<file path="src/rtl/jt12_op_mixer.sv">
// -----------------------------------------------------------------------------
// jt12_op_mixer
//
// Consumes the 24-slot TDM stream of 9-bit signed operator results. For each
// channel it sums the carrier operators selected by the channel's algorithm,
// saturates the channel sum, applies L/R panning, and mixes all channels into
// one stereo sample per frame.
//
// Optional feature: define JT12_MIXER_DAC_EN to add dac_en/dac_data. With
// dac_en high at the last slot (ch5 S4), ch5 is replaced by dac_data.
//
// Ports
//   clk           in   system clock
//   rst_n         in   asynchronous reset, active low
//   clk_en        in   slot advance enable; every state update is gated by it
//   zero          in   current slot is slot 0 (ch0 S1)
//   op_result     in   operator output for the current slot, signed CH_W
//   alg           in   algorithm of the current slot's channel
//   pan           in   {left,right} enable of the current slot's channel
//   dac_en        in   (JT12_MIXER_DAC_EN) replace ch5 with dac_data
//   dac_data      in   (JT12_MIXER_DAC_EN) signed DAC sample
//   left, right   out  mixed stereo sample, signed OUT_W
//   sample_valid  out  strobe
//
// Output handshake: sample_valid is a one-clock strobe with no back-pressure.
// It rises for the single clock that follows the clk_en edge that processed
// the last slot of a complete, synchronised frame; left/right change only on
// that same edge and hold their value until the next valid frame.
// -----------------------------------------------------------------------------
module jt12_op_mixer #(
  parameter int NUM_CH = 6,
  parameter int CH_W   = 9,
  parameter int OUT_W  = 12
) (
  input  logic                    clk,
  input  logic                    rst_n,
  input  logic                    clk_en,
  input  logic                    zero,
  input  logic signed [CH_W-1:0]  op_result,
  input  logic [2:0]              alg,
  input  logic [1:0]              pan,
`ifdef JT12_MIXER_DAC_EN
  input  logic                    dac_en,
  input  logic signed [CH_W-1:0]  dac_data,
`endif
  output logic signed [OUT_W-1:0] left,
  output logic signed [OUT_W-1:0] right,
  output logic                    sample_valid
);

  localparam int NUM_SLOT = 4 * NUM_CH;
  localparam int SLOT_W   = $clog2(NUM_SLOT);
  localparam int CHI_W    = (NUM_CH > 1) ? $clog2(NUM_CH) : 1;
  // Partial holds up to three operators; the S4 sum holds up to four.
  localparam int PART_W   = CH_W + 2;
  localparam int SUM_W    = CH_W + 3;

  localparam logic [SLOT_W-1:0] LAST_SLOT = SLOT_W'(NUM_SLOT - 1);
  localparam logic [SLOT_W-1:0] S4_FIRST  = SLOT_W'(3 * NUM_CH);
  localparam logic signed [SUM_W-1:0] SAT_MAX = SUM_W'((1 << (CH_W - 1)) - 1);
  localparam logic signed [SUM_W-1:0] SAT_MIN = ~SAT_MAX;

  // ---------------------------------------------------------------------------
  // State
  // ---------------------------------------------------------------------------
  logic [SLOT_W-1:0]        cnt;       // slot expected for the current input
  logic                     synced;    // a zero has been seen since reset
  logic                     frame_ok;  // current frame started cleanly
  logic signed [PART_W-1:0] partial [NUM_CH];
  logic signed [OUT_W-1:0]  sum_l;
  logic signed [OUT_W-1:0]  sum_r;

  // ---------------------------------------------------------------------------
  // Slot decode: zero overrides the counter so the current slot is slot 0.
  // ---------------------------------------------------------------------------
  logic [SLOT_W-1:0] slot;
  logic [1:0]        grp;   // 0:S1 1:S3 2:S2 3:S4
  logic [CHI_W-1:0]  ch;
  logic              resync;

  assign slot   = zero ? '0 : cnt;
  assign resync = clk_en && zero && (cnt != '0);

  always_comb begin
    grp = 2'd3;
    ch  = '0;
    if (slot < SLOT_W'(NUM_CH)) begin
      grp = 2'd0;
      ch  = CHI_W'(slot);
    end else if (slot < SLOT_W'(2 * NUM_CH)) begin
      grp = 2'd1;
      ch  = CHI_W'(slot - SLOT_W'(NUM_CH));
    end else if (slot < SLOT_W'(3 * NUM_CH)) begin
      grp = 2'd2;
      ch  = CHI_W'(slot - SLOT_W'(2 * NUM_CH));
    end else begin
      grp = 2'd3;
      ch  = CHI_W'(slot - SLOT_W'(3 * NUM_CH));
    end
  end

  // ---------------------------------------------------------------------------
  // Carrier decode for the operator in the current slot.
  //   S1: alg7          S3: alg5-7          S2: alg4-7          S4: always
  // ---------------------------------------------------------------------------
  logic carrier;

  always_comb begin
    carrier = 1'b0;
    case (grp)
      2'd0:    carrier = (alg == 3'd7);
      2'd1:    carrier = (alg >= 3'd5);
      2'd2:    carrier = (alg >= 3'd4);
      default: carrier = 1'b1;
    endcase
  end

  // ---------------------------------------------------------------------------
  // Partial accumulation and channel saturation
  // ---------------------------------------------------------------------------
  logic signed [PART_W-1:0] part_cur;
  logic signed [PART_W-1:0] op_p;
  logic signed [PART_W-1:0] part_next;
  logic signed [SUM_W-1:0]  op_x;
  logic signed [SUM_W-1:0]  part_x;
  logic signed [SUM_W-1:0]  s4_sum;
  logic signed [CH_W-1:0]   chan;

  assign part_cur = partial[ch];
  assign op_p     = {{(PART_W - CH_W){op_result[CH_W-1]}}, op_result};
  assign op_x     = {{(SUM_W - CH_W){op_result[CH_W-1]}}, op_result};
  assign part_x   = {{(SUM_W - PART_W){part_cur[PART_W-1]}}, part_cur};
  assign s4_sum   = part_x + op_x;

  always_comb begin
    part_next = part_cur;
    if (grp == 2'd0) begin
      // First operator of the channel in the frame: load, never accumulate.
      part_next = carrier ? op_p : '0;
    end else if (carrier) begin
      part_next = part_cur + op_p;
    end
  end

  always_comb begin
    if (s4_sum > SAT_MAX) begin
      chan = SAT_MAX[CH_W-1:0];
    end else if (s4_sum < SAT_MIN) begin
      chan = SAT_MIN[CH_W-1:0];
    end else begin
      chan = s4_sum[CH_W-1:0];
    end
`ifdef JT12_MIXER_DAC_EN
    // The DAC takes ch5's place in the mix; its pan setting still applies.
    if (dac_en && (slot == LAST_SLOT)) begin
      chan = dac_data;
    end
`endif
  end

  // ---------------------------------------------------------------------------
  // Stereo mixing. The first S4 slot restarts the running sums.
  // ---------------------------------------------------------------------------
  logic signed [OUT_W-1:0] chan_x;
  logic signed [OUT_W-1:0] l_add;
  logic signed [OUT_W-1:0] r_add;
  logic signed [OUT_W-1:0] sum_l_next;
  logic signed [OUT_W-1:0] sum_r_next;

  assign chan_x = {{(OUT_W - CH_W){chan[CH_W-1]}}, chan};
  assign l_add  = pan[1] ? chan_x : '0;
  assign r_add  = pan[0] ? chan_x : '0;

  always_comb begin
    if (slot == S4_FIRST) begin
      sum_l_next = l_add;
      sum_r_next = r_add;
    end else begin
      sum_l_next = sum_l + l_add;
      sum_r_next = sum_r + r_add;
    end
  end

  // ---------------------------------------------------------------------------
  // Sequential state
  // ---------------------------------------------------------------------------
  always_ff @(posedge clk or negedge rst_n) begin
    if (!rst_n) begin
      cnt          <= '0;
      synced       <= 1'b0;
      frame_ok     <= 1'b0;
      sum_l        <= '0;
      sum_r        <= '0;
      left         <= '0;
      right        <= '0;
      sample_valid <= 1'b0;
      for (int i = 0; i < NUM_CH; i++) begin
        partial[i] <= '0;
      end
    end else begin
      sample_valid <= 1'b0;
      if (clk_en) begin
        cnt <= (slot == LAST_SLOT) ? '0 : slot + 1'b1;

        if (zero) begin
          synced <= 1'b1;
        end

        // A zero arriving mid-frame abandons everything gathered so far;
        // the slot-0 load below still applies on top of the clear.
        if (resync) begin
          for (int i = 0; i < NUM_CH; i++) begin
            partial[i] <= '0;
          end
          sum_l <= '0;
          sum_r <= '0;
        end

        if (grp != 2'd3) begin
          partial[ch] <= part_next;
        end

        // A frame counts only if it began at an explicit zero or at a
        // wrap that follows an earlier zero.
        if (slot == '0) begin
          frame_ok <= zero | synced;
        end

        if (grp == 2'd3) begin
          sum_l <= sum_l_next;
          sum_r <= sum_r_next;
        end

        if ((slot == LAST_SLOT) && frame_ok) begin
          left         <= sum_l_next;
          right        <= sum_r_next;
          sample_valid <= 1'b1;
        end
      end
    end
  end

endmodule

</file>
<file path="config.mk">
export PLATFORM = sky130hd
export DESIGN_NAME = jt12_op_mixer
export DESIGN_NICKNAME = d
export VERILOG_FILES = /design/src/rtl/jt12_op_mixer.sv
export SDC_FILE = /design/constraint.sdc
export NUM_CORES = 1
export LEC_CHECK = 0
export CORE_ASPECT_RATIO = 1.4
export CORE_UTILIZATION = 50
export DETAILED_ROUTE_END_ITERATION = 7
export HOLD_SLACK_MARGIN = 0.03
export PLACE_DENSITY = 0.68
export SETUP_SLACK_MARGIN = 0.02
export SLEW_MARGIN = 20
export SYNTH_ARGS = -nofsm -noshare
export SYNTH_HDL_FRONTEND = slang
export SYNTH_SLANG_ARGS = --single-unit
export TNS_END_PERCENT = 5
</file>
<file path="constraint.sdc">
create_clock -name clk -period 8.2 [get_ports clk]
set_input_delay 0.82 -clock clk [delete_from_list [all_inputs] [get_ports clk]]
set_output_delay 0.82 -clock clk [all_outputs]
set_load 0.01 [all_outputs]
</file>
==> reports/qor.yml <==
critical_path:
  cp_max_fo: 39
  path_class: "in -> reg"
  cp-start-kind: "input port"
  arrival_ns: 7.86
  cpPeakStageDelay_ns: 0.52
  critPathMostFrequentCell: "inv_1"
  cp.required_ns: 8.49
  regToRegStartpoint: "cnt[2]"
  end_kind: "register"
  crit_family: "compound AO/OA/AOI/OAI gates"
  critPathSlowestCell: "clkdlybuf4s50_1"
  path_buf_inv: 7
  cp-startpoint: "zero"
final_layout:
  area_delta_synth_final_pct: 15.0
  final_util: 0.586
  fin_nets: 1014
  drive_gt1_frac: 0.0973
  diodes: 0
  ff_latch_area_um2: 3050
  multi_input_area_um2: 4760
  nFillCells: 1448
drt:
  routed_wl_um: 24300
  vias: 7612
  viasPerCell: 6.53
  antenna_left: 0
  first_iter_violations: 600
  drtPass1Iterations: 6
  drc: 0
  detail_route.wl_per_cell_um: 20.8
grt:
  antenna_found_initial: 0
  grt_max_degree: 64
  grt_pass1_vias: 7367
  grt_pass1_wl_um: 38500
  overflow: 0
  grt_use_total: 0.300
pwr:
  power_frac_seq: 0.325
  p_per_area_nw_per_um2: 203
  sw_frac_of_total: 0.334
  leakage_uw: 0.00405
  peakVddDrop_mv: 0.138
  clock_power_share: 0.388
  comb_power_share: 0.287
  p_switching_uw: 639
  internal-power_uw: 1270
place:
  io_buffers: 42
  dp_hpwl_um: 17000
  place.gp.congestion: 0.914
sta:
  finalSetupViolations: 0
  tightestPinTransition_ns: 1.09
  skew_ns: 0.0123
  setup_tns_ns: 0
  min_period_ns: 7.58
  final_max_slew_viol_count: 0
  post-route-period-util: 0.924
  rsz0062_at_grt: "no"
  maxSlewHeadroom: 0.273
  hold_viol_final: 0
  fmax_mhz: 132
synthesis:
  postSynthAreaPerCell_um2: 8.92
  synth.cell_area_um2: 8200
  async_flop_share: 1.00
  synth_cell_types: 77
  synth_seq_area_share: 0.372
  ys_warn_count: 0
  synth.net_count: 980
  synth_edf_count: 0
  ys_seq_elements: 122
  syn_inst: 919
  synth_flop_cell: "dfrtp_1"
cts:
  cts_sinks: 122
  insertion_delay_ns: 0.43
  cts_buffers: 17
  root_buffer: "clkbuf_16"
  cts_tree: "built"
  h-tree-depth: 4
  ctsHoldBuffers: 0
  clk_pin_slew_ns: 0.06
  cts_resized: 0
  postCtsSetupRepairBufs: 0
  clock_path_buffers: 2
floorplanning:
  io_pins: 43
  coreArea_um2: 16100
  die_h_um: 154
  start_util: 0.509
  rows: 55
  fp.dieW_um: 110
  die_area_um2: 16900
run_status:
  status: "complete, no violations"
worst_hold_path:
  hold_class: "in -> async"
job:
  drv_cap: 0
[path summary, 6_finish.rpt]
kind,endpoint,slack [ns],depth (start not counted)
min in group clk,synced,0.47,1
worst max-delay path,sum_l[8],0.62,30
max in group asynchronous,sum_r[1],6.39,2
worst max register to register,sum_l[8],1.02,28
worst min-delay path,synced,0.46,1
worst min register to register,synced,0.47,1
[power groups by stage]
stage | registers [µW] | clock network [µW] | logic (µW)
2_1_floorplan | 628 | 0 | 383
4_1_cts | 621 | 750 | 542
5_1_grt | 623 | 779 | 600
3_3_place_gp | 632 | 0 | 534
3_5_place_dp | 632 | 0 | 538
6_report | 622 | 742 | 548
[cell type report]
class / instances / share of cell area
clock inverter: 8 / 0.00982
clock buffer: 24 / 0.0511
sequential: 122 / 0.324
tap: 199 / 0.0264
multi-input combinational: 703 / 0.505
inverter: 38 / 0.0151
timing repair buffer: 71 / 0.0687
[flip-flops by register name, summed over array words and instances, names as in the netlist]
name,cells
left,12
right,12
sum_l,12
sample_valid,1
partial,66
cnt,5
frame_ok,1
synced,1
sum_r,12
[cell families (layout without fill, tap and decap cells)]
kind of cell / after synthesis / in the layout / share of synthesized area
buf+inv: 94 / 141 / 0.0487
mux: 18 / 18 / 0.0236
simple gates: 319 / 319 / 0.191
xor+xnor: 22 / 22 / 0.0235
compound gates: 301 / 301 / 0.272
fa+ha+maj: 43 / 43 / 0.0684
flops: 122 / 122 / 0.372
[through the flow]
step           power, µW  cells  worst slack [ns]  instance area [µm²]  hold slack, ns
2_1_floorplan       1010    919              1.12                 8200           0.419
3_3_place_gp        1170   1133             0.540                 8860           0.447
3_5_place_dp        1170   1133             0.391                 8860           0.452
4_1_cts             1910   1165             0.801                 9430           0.470
5_1_grt             2000   1165             0.110                 9430           0.492
6_report            1910   1165             0.622                 9430           0.461
[cell usage after synthesis, drive strengths merged, types with 6 or more instances]
cell type	instances	area share
a21o	7	0.0064
o2111ai	9	0.015
inv	38	0.017
nor2	54	0.025
o31ai	11	0.010
a21oi	39	0.024
a32oi	6	0.0064
nor2b	14	0.012
clkbuf	40	0.018
o211ai	11	0.011
nand2	87	0.040
a31oi	6	0.0053
a211oi	6	0.0055
nand2b	12	0.0092
o221ai	64	0.073
mux2i	16	0.020
buf	16	0.013
dfrtp	122	0.37
and2	6	0.0046
o21ai	76	0.046
nand3	84	0.051
nor3	21	0.013
nor3b	6	0.0061
nand3b	6	0.0055
a22oi	25	0.023
xor2	12	0.013
xnor2	10	0.011
and3	6	0.0046
nand4	6	0.0053
a311oi	6	0.0072
or3	8	0.0061
ha	40	0.061
[cell usage in the layout (no fill, tap or decap), types with 13 or more instances in the layout]
cell type        instances
dfrtp_1                122
o221ai_1                58
o21ai_1                 13
ha_1                    40
nor2b_1                 13
buf_4                   29
nand3_1                 83
a21oi_1                 38
mux2i_1                 16
a22oi_1                 25
inv_1                   38
nand2_1                 86
o21ai_0                 63
clkbuf_16               17
clkdlybuf4s50_1         41
nor3_1                  20
nor2_1                  53
[worst register-to-register path: cells and delay by family (launching register included)]
family	cells	cell delay, ns
AOI/OAI and AO/OA	14	3.82
adders and majority gates	4	1.25
and+or+nand+nor	5	0.78
buffers and inverters	5	0.71
DFF	1	0.49
[layer usage]
| layer | vias up | wire length, µm | global-route usage |
|---|---|---|---|
| li1 | 3551 | - | - |
| met1 | 3734 | 9490 | 0.349 |
| met2 | 265 | 12500 | 0.522 |
| met3 | 62 | 1300 | 0.0475 |
| met4 | 0 | 954 | 0.152 |
| met5 | - | 0 | 0 |
(Power assumes the default switching activity.)
